===== src/rtl/imem_loader.sv =====
// imem_loader: boot-time loader for the 19-bit x 4096-entry instruction memory.
// Receives a byte stream (HDR0, HDR1, N x 3 word bytes, checksum) over a
// valid/ready handshake and writes each assembled word into the memory.
// The CPU stays held via cpu_hold until a checksum-valid image has landed.
// Optional feature: define LOADER_TIMEOUT_EN to abort an idle stream after
// TIMEOUT_CYCLES cycles without an accepted byte (err_code 11).
module imem_loader #(
  parameter int ADDR_W         = 12,
  parameter int INSTR_W        = 19,
  parameter int TIMEOUT_CYCLES = 1024
) (
  input  logic               clk,
  input  logic               rst,
  input  logic               start,
  input  logic               in_valid,
  input  logic [7:0]         in_data,
  output logic               in_ready,
  output logic               imem_we,
  output logic [ADDR_W-1:0]  imem_addr,
  output logic [INSTR_W-1:0] imem_wdata,
  output logic               cpu_hold,
  output logic               busy,
  output logic               done,
  output logic               error,
  output logic [1:0]         err_code
);

  typedef enum logic [3:0] {
    S_IDLE  = 4'd0,
    S_HDR0  = 4'd1,
    S_HDR1  = 4'd2,
    S_B0    = 4'd3,
    S_B1    = 4'd4,
    S_B2    = 4'd5,
    S_WRITE = 4'd6,
    S_CSUM  = 4'd7,
    S_DONE  = 4'd8,
    S_ERR   = 4'd9
  } state_t;

  state_t             state_r;
  logic [ADDR_W-1:0]  count_r;     // number of words minus one
  logic [ADDR_W-1:0]  word_cnt_r;  // index of the word being assembled
  logic [7:0]         csum_r;      // running XOR of every accepted byte
  logic [7:0]         b0_r;
  logic [7:0]         b1_r;
  logic               accept_s;

  // The top byte of a word carries only the upper instruction bits; the
  // remaining pad bits must be zero or the image is rejected.
  function automatic logic pad_ok(input logic [7:0] b);
    return (b[7:INSTR_W-16] == '0);
  endfunction

  assign accept_s = in_valid & in_ready;

`ifdef LOADER_TIMEOUT_EN
  localparam int TMO_W = $clog2(TIMEOUT_CYCLES + 1);
  localparam logic [TMO_W-1:0] TMO_LAST = TMO_W'(TIMEOUT_CYCLES - 1);
  logic [TMO_W-1:0] tmo_r;
  logic             active_s;

  // States in which the loader is waiting on the byte stream.
  assign active_s = (state_r == S_HDR0) || (state_r == S_HDR1) ||
                    (state_r == S_B0)   || (state_r == S_B1)   ||
                    (state_r == S_B2)   || (state_r == S_CSUM);
`endif

  // Loader FSM: handshake, header/word assembly, memory write and status.
  always_ff @(posedge clk) begin
    if (!rst) begin
      state_r    <= S_IDLE;
      in_ready   <= 1'b0;
      imem_we    <= 1'b0;
      imem_addr  <= '0;
      imem_wdata <= '0;
      cpu_hold   <= 1'b1;
      busy       <= 1'b0;
      done       <= 1'b0;
      error      <= 1'b0;
      err_code   <= 2'b00;
      count_r    <= '0;
      word_cnt_r <= '0;
      csum_r     <= 8'h00;
      b0_r       <= 8'h00;
      b1_r       <= 8'h00;
`ifdef LOADER_TIMEOUT_EN
      tmo_r      <= '0;
`endif
    end else begin
      imem_we <= 1'b0;
      case (state_r)
        S_IDLE, S_DONE, S_ERR: begin
          if (start) begin
            state_r    <= S_HDR0;
            in_ready   <= 1'b1;
            busy       <= 1'b1;
            cpu_hold   <= 1'b1;
            done       <= 1'b0;
            error      <= 1'b0;
            err_code   <= 2'b00;
            csum_r     <= 8'h00;
            word_cnt_r <= '0;
          end
        end
        S_HDR0: begin
          if (accept_s) begin
            count_r[7:0] <= in_data;
            csum_r       <= csum_r ^ in_data;
            state_r      <= S_HDR1;
          end
        end
        S_HDR1: begin
          if (accept_s) begin
            count_r[ADDR_W-1:8] <= in_data[ADDR_W-9:0];
            csum_r              <= csum_r ^ in_data;
            state_r             <= S_B0;
          end
        end
        S_B0: begin
          if (accept_s) begin
            b0_r    <= in_data;
            csum_r  <= csum_r ^ in_data;
            state_r <= S_B1;
          end
        end
        S_B1: begin
          if (accept_s) begin
            b1_r    <= in_data;
            csum_r  <= csum_r ^ in_data;
            state_r <= S_B2;
          end
        end
        S_B2: begin
          if (accept_s) begin
            csum_r   <= csum_r ^ in_data;
            in_ready <= 1'b0;
            if (pad_ok(in_data)) begin
              imem_we    <= 1'b1;
              imem_addr  <= word_cnt_r;
              imem_wdata <= {in_data[INSTR_W-17:0], b1_r, b0_r};
              state_r    <= S_WRITE;
            end else begin
              state_r  <= S_ERR;
              error    <= 1'b1;
              err_code <= 2'b10;
              busy     <= 1'b0;
            end
          end
        end
        S_WRITE: begin
          in_ready <= 1'b1;
          if (word_cnt_r == count_r) begin
            state_r <= S_CSUM;
          end else begin
            word_cnt_r <= word_cnt_r + ADDR_W'(1);
            state_r    <= S_B0;
          end
        end
        S_CSUM: begin
          if (accept_s) begin
            in_ready <= 1'b0;
            busy     <= 1'b0;
            if (in_data == csum_r) begin
              state_r  <= S_DONE;
              done     <= 1'b1;
              cpu_hold <= 1'b0;
            end else begin
              state_r  <= S_ERR;
              error    <= 1'b1;
              err_code <= 2'b01;
            end
          end
        end
        default: begin
          state_r  <= S_IDLE;
          in_ready <= 1'b0;
          busy     <= 1'b0;
          cpu_hold <= 1'b1;
        end
      endcase
`ifdef LOADER_TIMEOUT_EN
      // Idle-stream watchdog; a timeout wins over the case above, which
      // cannot have advanced since no byte was accepted.
      if (active_s) begin
        if (accept_s) begin
          tmo_r <= '0;
        end else if (tmo_r == TMO_LAST) begin
          tmo_r    <= '0;
          state_r  <= S_ERR;
          in_ready <= 1'b0;
          busy     <= 1'b0;
          error    <= 1'b1;
          err_code <= 2'b11;
        end else begin
          tmo_r <= tmo_r + TMO_W'(1);
        end
      end else begin
        tmo_r <= '0;
      end
`endif
    end
  end

endmodule


===== config.mk =====
export PLATFORM = sky130hd
export DESIGN_NAME = imem_loader
export DESIGN_NICKNAME = d
export VERILOG_FILES = /design/src/rtl/imem_loader.sv
export SDC_FILE = /design/constraint.sdc
export NUM_CORES = 1
export LEC_CHECK = 0
export BUFFER_PORTS_ARGS = -buffer_cell sky130_fd_sc_hd__buf_2
export CORE_ASPECT_RATIO = 1.75
export CORE_MARGIN = 4
export CORE_UTILIZATION = 45
export DETAILED_ROUTE_END_ITERATION = 12
export GPL_TIMING_DRIVEN = 0
export PLACE_DENSITY = 0.74
export SLEW_MARGIN = 20
export SYNTH_ARGS = -nofsm -noshare
export SYNTH_HDL_FRONTEND = slang
export SYNTH_SLANG_ARGS = --single-unit

===== constraint.sdc =====
create_clock -name clk -period 4.5 [get_ports clk]
set_clock_uncertainty 0.15 [all_clocks]
set_input_delay 1.125 -clock clk [delete_from_list [all_inputs] [get_ports clk]]
set_output_delay 1.125 -clock clk [all_outputs]
set_load 0.01 [all_outputs]

* Yosys cells after proc, flatten, opt, wreduce, memory -nomap -nowiden *
Index checks and enable logic that the tools add are counted.

storage, ports and cells
  flip-flop bits (word level) = 91
  input bits = 12
  output and inout bits = 39
  word-level logic and storage cells = 114

cells by class
  eq/ne operators = 24
  bitwise gates (word level) = 5
  add/sub/neg operators = 1
  mux-type cells = 42
  reduce and logical (&&, ||, !) cells = 26

operators with widths
  kind                     number
  $mux W4                  8
  $pmux W4 S8              1
  $mux W12                 2
  $pmux W12 S2             1
  $ne A2 B2 Y1 const B     11
  $eq A4 B3 Y1 const B     4
  $mux W8                  2
  $pmux W8 S2              1
  $mux W1                  15
  $reduce_and A3 Y1        5
  $add A12 B1 Y12 const B  1
  $eq A12 B12 Y1           1
  $mux W2                  5
  $reduce_or A5 Y1         2
  $eq A4 B2 Y1 const B     2
  $eq A4 B4 Y1 const B     2
  $eq A8 B8 Y1             1
  $pmux W1 S4              2
  $reduce_and A2 Y1        4
  $reduce_and A4 Y1        2
  $xor A8 B8 Y8            1
  $reduce_and A7 Y1        1
  $pmux W1 S3              2
  $pmux W2 S3              1
  other kinds (16)         21

* Depth between registers and ports, before layout *
  word-level depth = 4
  mapped depth = 9
  depth with buffers taken out = 5

* Worst setup path before layout *
OpenSTA, ideal clock, no wires.

  path type = input port to flip-flop
  start = in in_data[5]
  end = reg imem_wdata[16]
  slack = 1.810 ns
  data arrival time = 2.470 ns
  required time = 4.280 ns
  path buffers = 3
  stages on the path = 8
  library setup time = 0.070 ns
  cell sequence = buf_2 > or4_4 > nor2_1 > and3_1 > buf_2 > buf_4 > nand2_1 > a21oi_1

between the ends
  cells in the longest elaborated chain, start to end = 2

RTL lines
  element                      RTL line  source
  start, declared              16        input logic [7:0] in_data,
  $logic_not A5 Y1             52        return (b[7:INSTR_W-16] == '0);
  $reduce_and A3 Y1 (no line)  --
  end signal, assigned         141       imem_wdata <= {in_data[INSTR_W-17:0], b1_r, b0_r};
  end, declared                20        output logic [INSTR_W-1:0] imem_wdata,

No other way between the ends.
A chain may end at the register's enable or synchronous reset.

* Worst setup path after layout *
  start = in in_data[4]
  end = reg imem_wdata[11]

The elaborated chain is that of the path after synthesis.

==> run_results.csv <==
group,metric,value,unit
final_layout,nets,564,
sta,hold_viol_final,0,
outcome,status,"complete, no violations",
worst_setup_path,cp-end-kind,"register",
pwr,peakVddDrop,0.000278,V
sta,fmax,0.373,GHz
detailed_routing,ant_nets,0,
worst_setup_path,crit_required,4.55,ns
synth,ys_seq_elements,91,
worst_setup_path,worstPathArrival,2.74,ns
pwr,total_power,1.96,mW
final_layout,layout_commonest_cell,"dfxtp_1",
detailed_routing,via_count,3701,
clock_network,h-tree-depth,3,
clock_network,clock-sinks,91,
synth,yosysUniqueCellTypes,54,
detailed_routing,drt_iter0_drc,290,
grt,first_global_vias,3624,
grt,grt_pass1_wl,17300,µm
clock_network,path_clk_slew,0.06,ns
sta,tns,0,ns
worst_setup_path,critPathLaunchType,"input port",
grt,grt_overflow_total,0,
final_layout,final_cell_mix,"dfxtp_1 (91), nand2_1 (89), a21oi_1 (57)",
die,die_y,134,µm
detailed_routing,viasPerCell,5.52,
synth,ys.flop_type,"dfxtp_1",
synth,netlist_area,4080,µm²
clock_network,cts_resized,0,
final_layout,syn_to_final_growth,15.8,%
grt,grt_util_all_layers,0.206,
sta,slew_headroom,0.442,
die,dieArea,10700,µm²
die,num_rows,45,
clock_network,cts_root_buf,"clkbuf_16",
synth,avgSynthCellArea,8.26,µm²
worst_setup_path,critPathKind,"in2reg",
clock_network,cts_tree,"yes",
sta,slew_violations,0,
detailed_routing,dr.pass1.iters,6,
flow_run,drv_cap,0,
synth,synth_top_area_share,0.447,
clock_network,post-cts-setup-buffer-count,0,
sta,worst_pin_slew,0.830,ns
synth,yosysWarnings,0,
sta,layout_min_cycle_time,2.68,ns
synth,yosysTopAreaCell,"dfxtp_1",
clock_network,clockBufferDepth,2,
synth,syn_inst,494,
final_layout,diodes,0,
clock_network,clk_latency,0.34,ns
synth,async_flop_share,0,
sta,setup_violations,0,
placement,place_congestion,0.871,
placement,port_buffers,46,
clock_network,cts_buffers,9,
synth,ys_top_cells_by_area,"dfxtp_1 (45%), nand2_1 (8.2%), a21oi_1 (7.0%), mux2i_1 (5.2%), xnor2_1 (4.3%)",
sta,finalCritPeriodShare,0.596,
grt,antenna_found_initial,0,
synth,syn-num-nets,507,
detailed_routing,drc_errors,0,
min_path,worstHoldPathType,"reg2reg",
synth,synth_edf_count,0,
detailed_routing,wl_per_cell,15.9,µm
placement,hpwlAfterDp,7800,µm
die,start_util,0.464,
die,core_area,8780,µm²
synth,yosysSeqAreaShare,0.447,
detailed_routing,postRouteWirelength,10600,µm
die,ios,51,
final_layout,layout-drive-gt1-share,0.144,
grt,grt_max_degree,14,
die,die_w,80.0,µm
worst_setup_path,worstPathMaxFanout,10,
sta,rsz0062_at_grt,"no",
clock_network,hold_buffers,0,
pwr,powerDensity,416,nW/µm²
pwr,p_leak,1.79,nW
## power breakdown
part	switching, mW	leakage [nW]	internal (mW)
Sequential	0.0270	0.734	0.838
Combinational	0.263	0.925	0.142
Clock	0.297	0.131	0.397
## path summary, 6_finish.rpt
| kind | startpoint | endpoint | slack, ns | cells past startpoint |
|---|---|---|---|---|
| min reg2reg | cpu_hold$_SDFFE_PN1P_ | cpu_hold$_SDFFE_PN1P_ | 0.30 | 1 |
| min | cpu_hold$_SDFFE_PN1P_ | cpu_hold$_SDFFE_PN1P_ | 0.30 | 1 |
| max | in_data[4] | imem_wdata[11]$_SDFFE_PN0P_ | 1.82 | 7 |
| max reg2reg | state_r[1]$_SDFFE_PN0P_ | word_cnt_r[2]$_SDFFE_PN0P_ | 2.27 | 6 |
## layer usage
| metal | wire, µm | vias to the layer above | global-route usage | share of wire |
|---|---|---|---|---|
| met3 | 445 | 26 | 0.0376 | 0.042 |
| li1 | - | 1816 | - | - |
| met4 | 284 | 0 | 0.106 | 0.027 |
| met5 | 0 | - | 0 | 0 |
| met2 | 5770 | 108 | 0.369 | 0.54 |
| met1 | 4140 | 1751 | 0.224 | 0.39 |
## stage by stage
stage	cells	util	worst slack (ns)	area [µm²]	hold WS, ns
5_1_grt	671	0.538	1.64	4720	0.324
3_5_place_dp	657	0.507	1.49	4460	0.292
3_3_place_gp	657	0.507	1.51	4460	0.282
4_1_cts	671	0.538	1.81	4720	0.305
6_report	671	0.538	1.82	4720	0.300
2_1_floorplan	494	-	1.81	4080	0.281
## logic make-up (layout without fill, tap and decap cells)
| logic type | after synthesis | in the layout | synth area share |
|---|---|---|---|
| AO/OA/AOI/OAI | 115 | 115 | 0.173 |
| XOR/XNOR | 20 | 20 | 0.0429 |
| adder cells (fa/ha/maj) | 1 | 1 | 0.00307 |
| buffers and inverters | 42 | 102 | 0.0463 |
| flip-flops | 91 | 91 | 0.447 |
| multiplexers | 21 | 21 | 0.0515 |
| AND/OR/NAND/NOR | 204 | 204 | 0.236 |
## Yosys cell counts (2+ instances only)
master / instances
a21o_1: 3
a21oi_1: 57
a22oi_1: 2
a31oi_1: 6
and2_1: 4
and3_1: 3
buf_2: 6
buf_4: 4
clkbuf_1: 21
dfxtp_1: 91
inv_1: 8
mux2i_1: 21
nand2_1: 89
nand2b_1: 5
nand3_1: 19
nand3b_1: 8
nand4_1: 7
nor2_1: 44
nor2b_1: 3
nor3_1: 2
o211ai_1: 6
o21ai_0: 20
o21ai_1: 2
o221a_2: 2
o22ai_1: 2
o31a_1: 4
o31ai_1: 2
or3_1: 4
or4_1: 5
xnor2_1: 20
## critical path, cell delays in order
cell and delay [ns]:
buf_2 0.16, or4_4 0.59, nor2_1 0.14, nand3_1 0.20
clkbuf_1 0.30, nand2_1 0.14, a21oi_1 0.07
## area by class of cell
class / count / area [µm²]
Buffer: 34 / 159
Tap cell: 117 / 146
Inverter: 8 / 30.0
Timing Repair Buffer: 46 / 230
Clock inverter: 2 / 12.5
Fill cell: 857 / 4060
Sequential cell: 91 / 1820
Multi-Input combinational cell: 361 / 2070
Clock buffer: 12 / 256
## state kept, by name, summed over array words and instances (netlist names)
name	flops
err_code	2
count_r	12
state_r	4
in_ready	1
busy	1
b0_r	8
word_cnt_r	12
done	1
csum_r	8
b1_r	8
imem_addr	12
imem_we	1
error	1
cpu_hold	1
imem_wdata	19
Note: power is estimated with default switching activity, not from simulation.
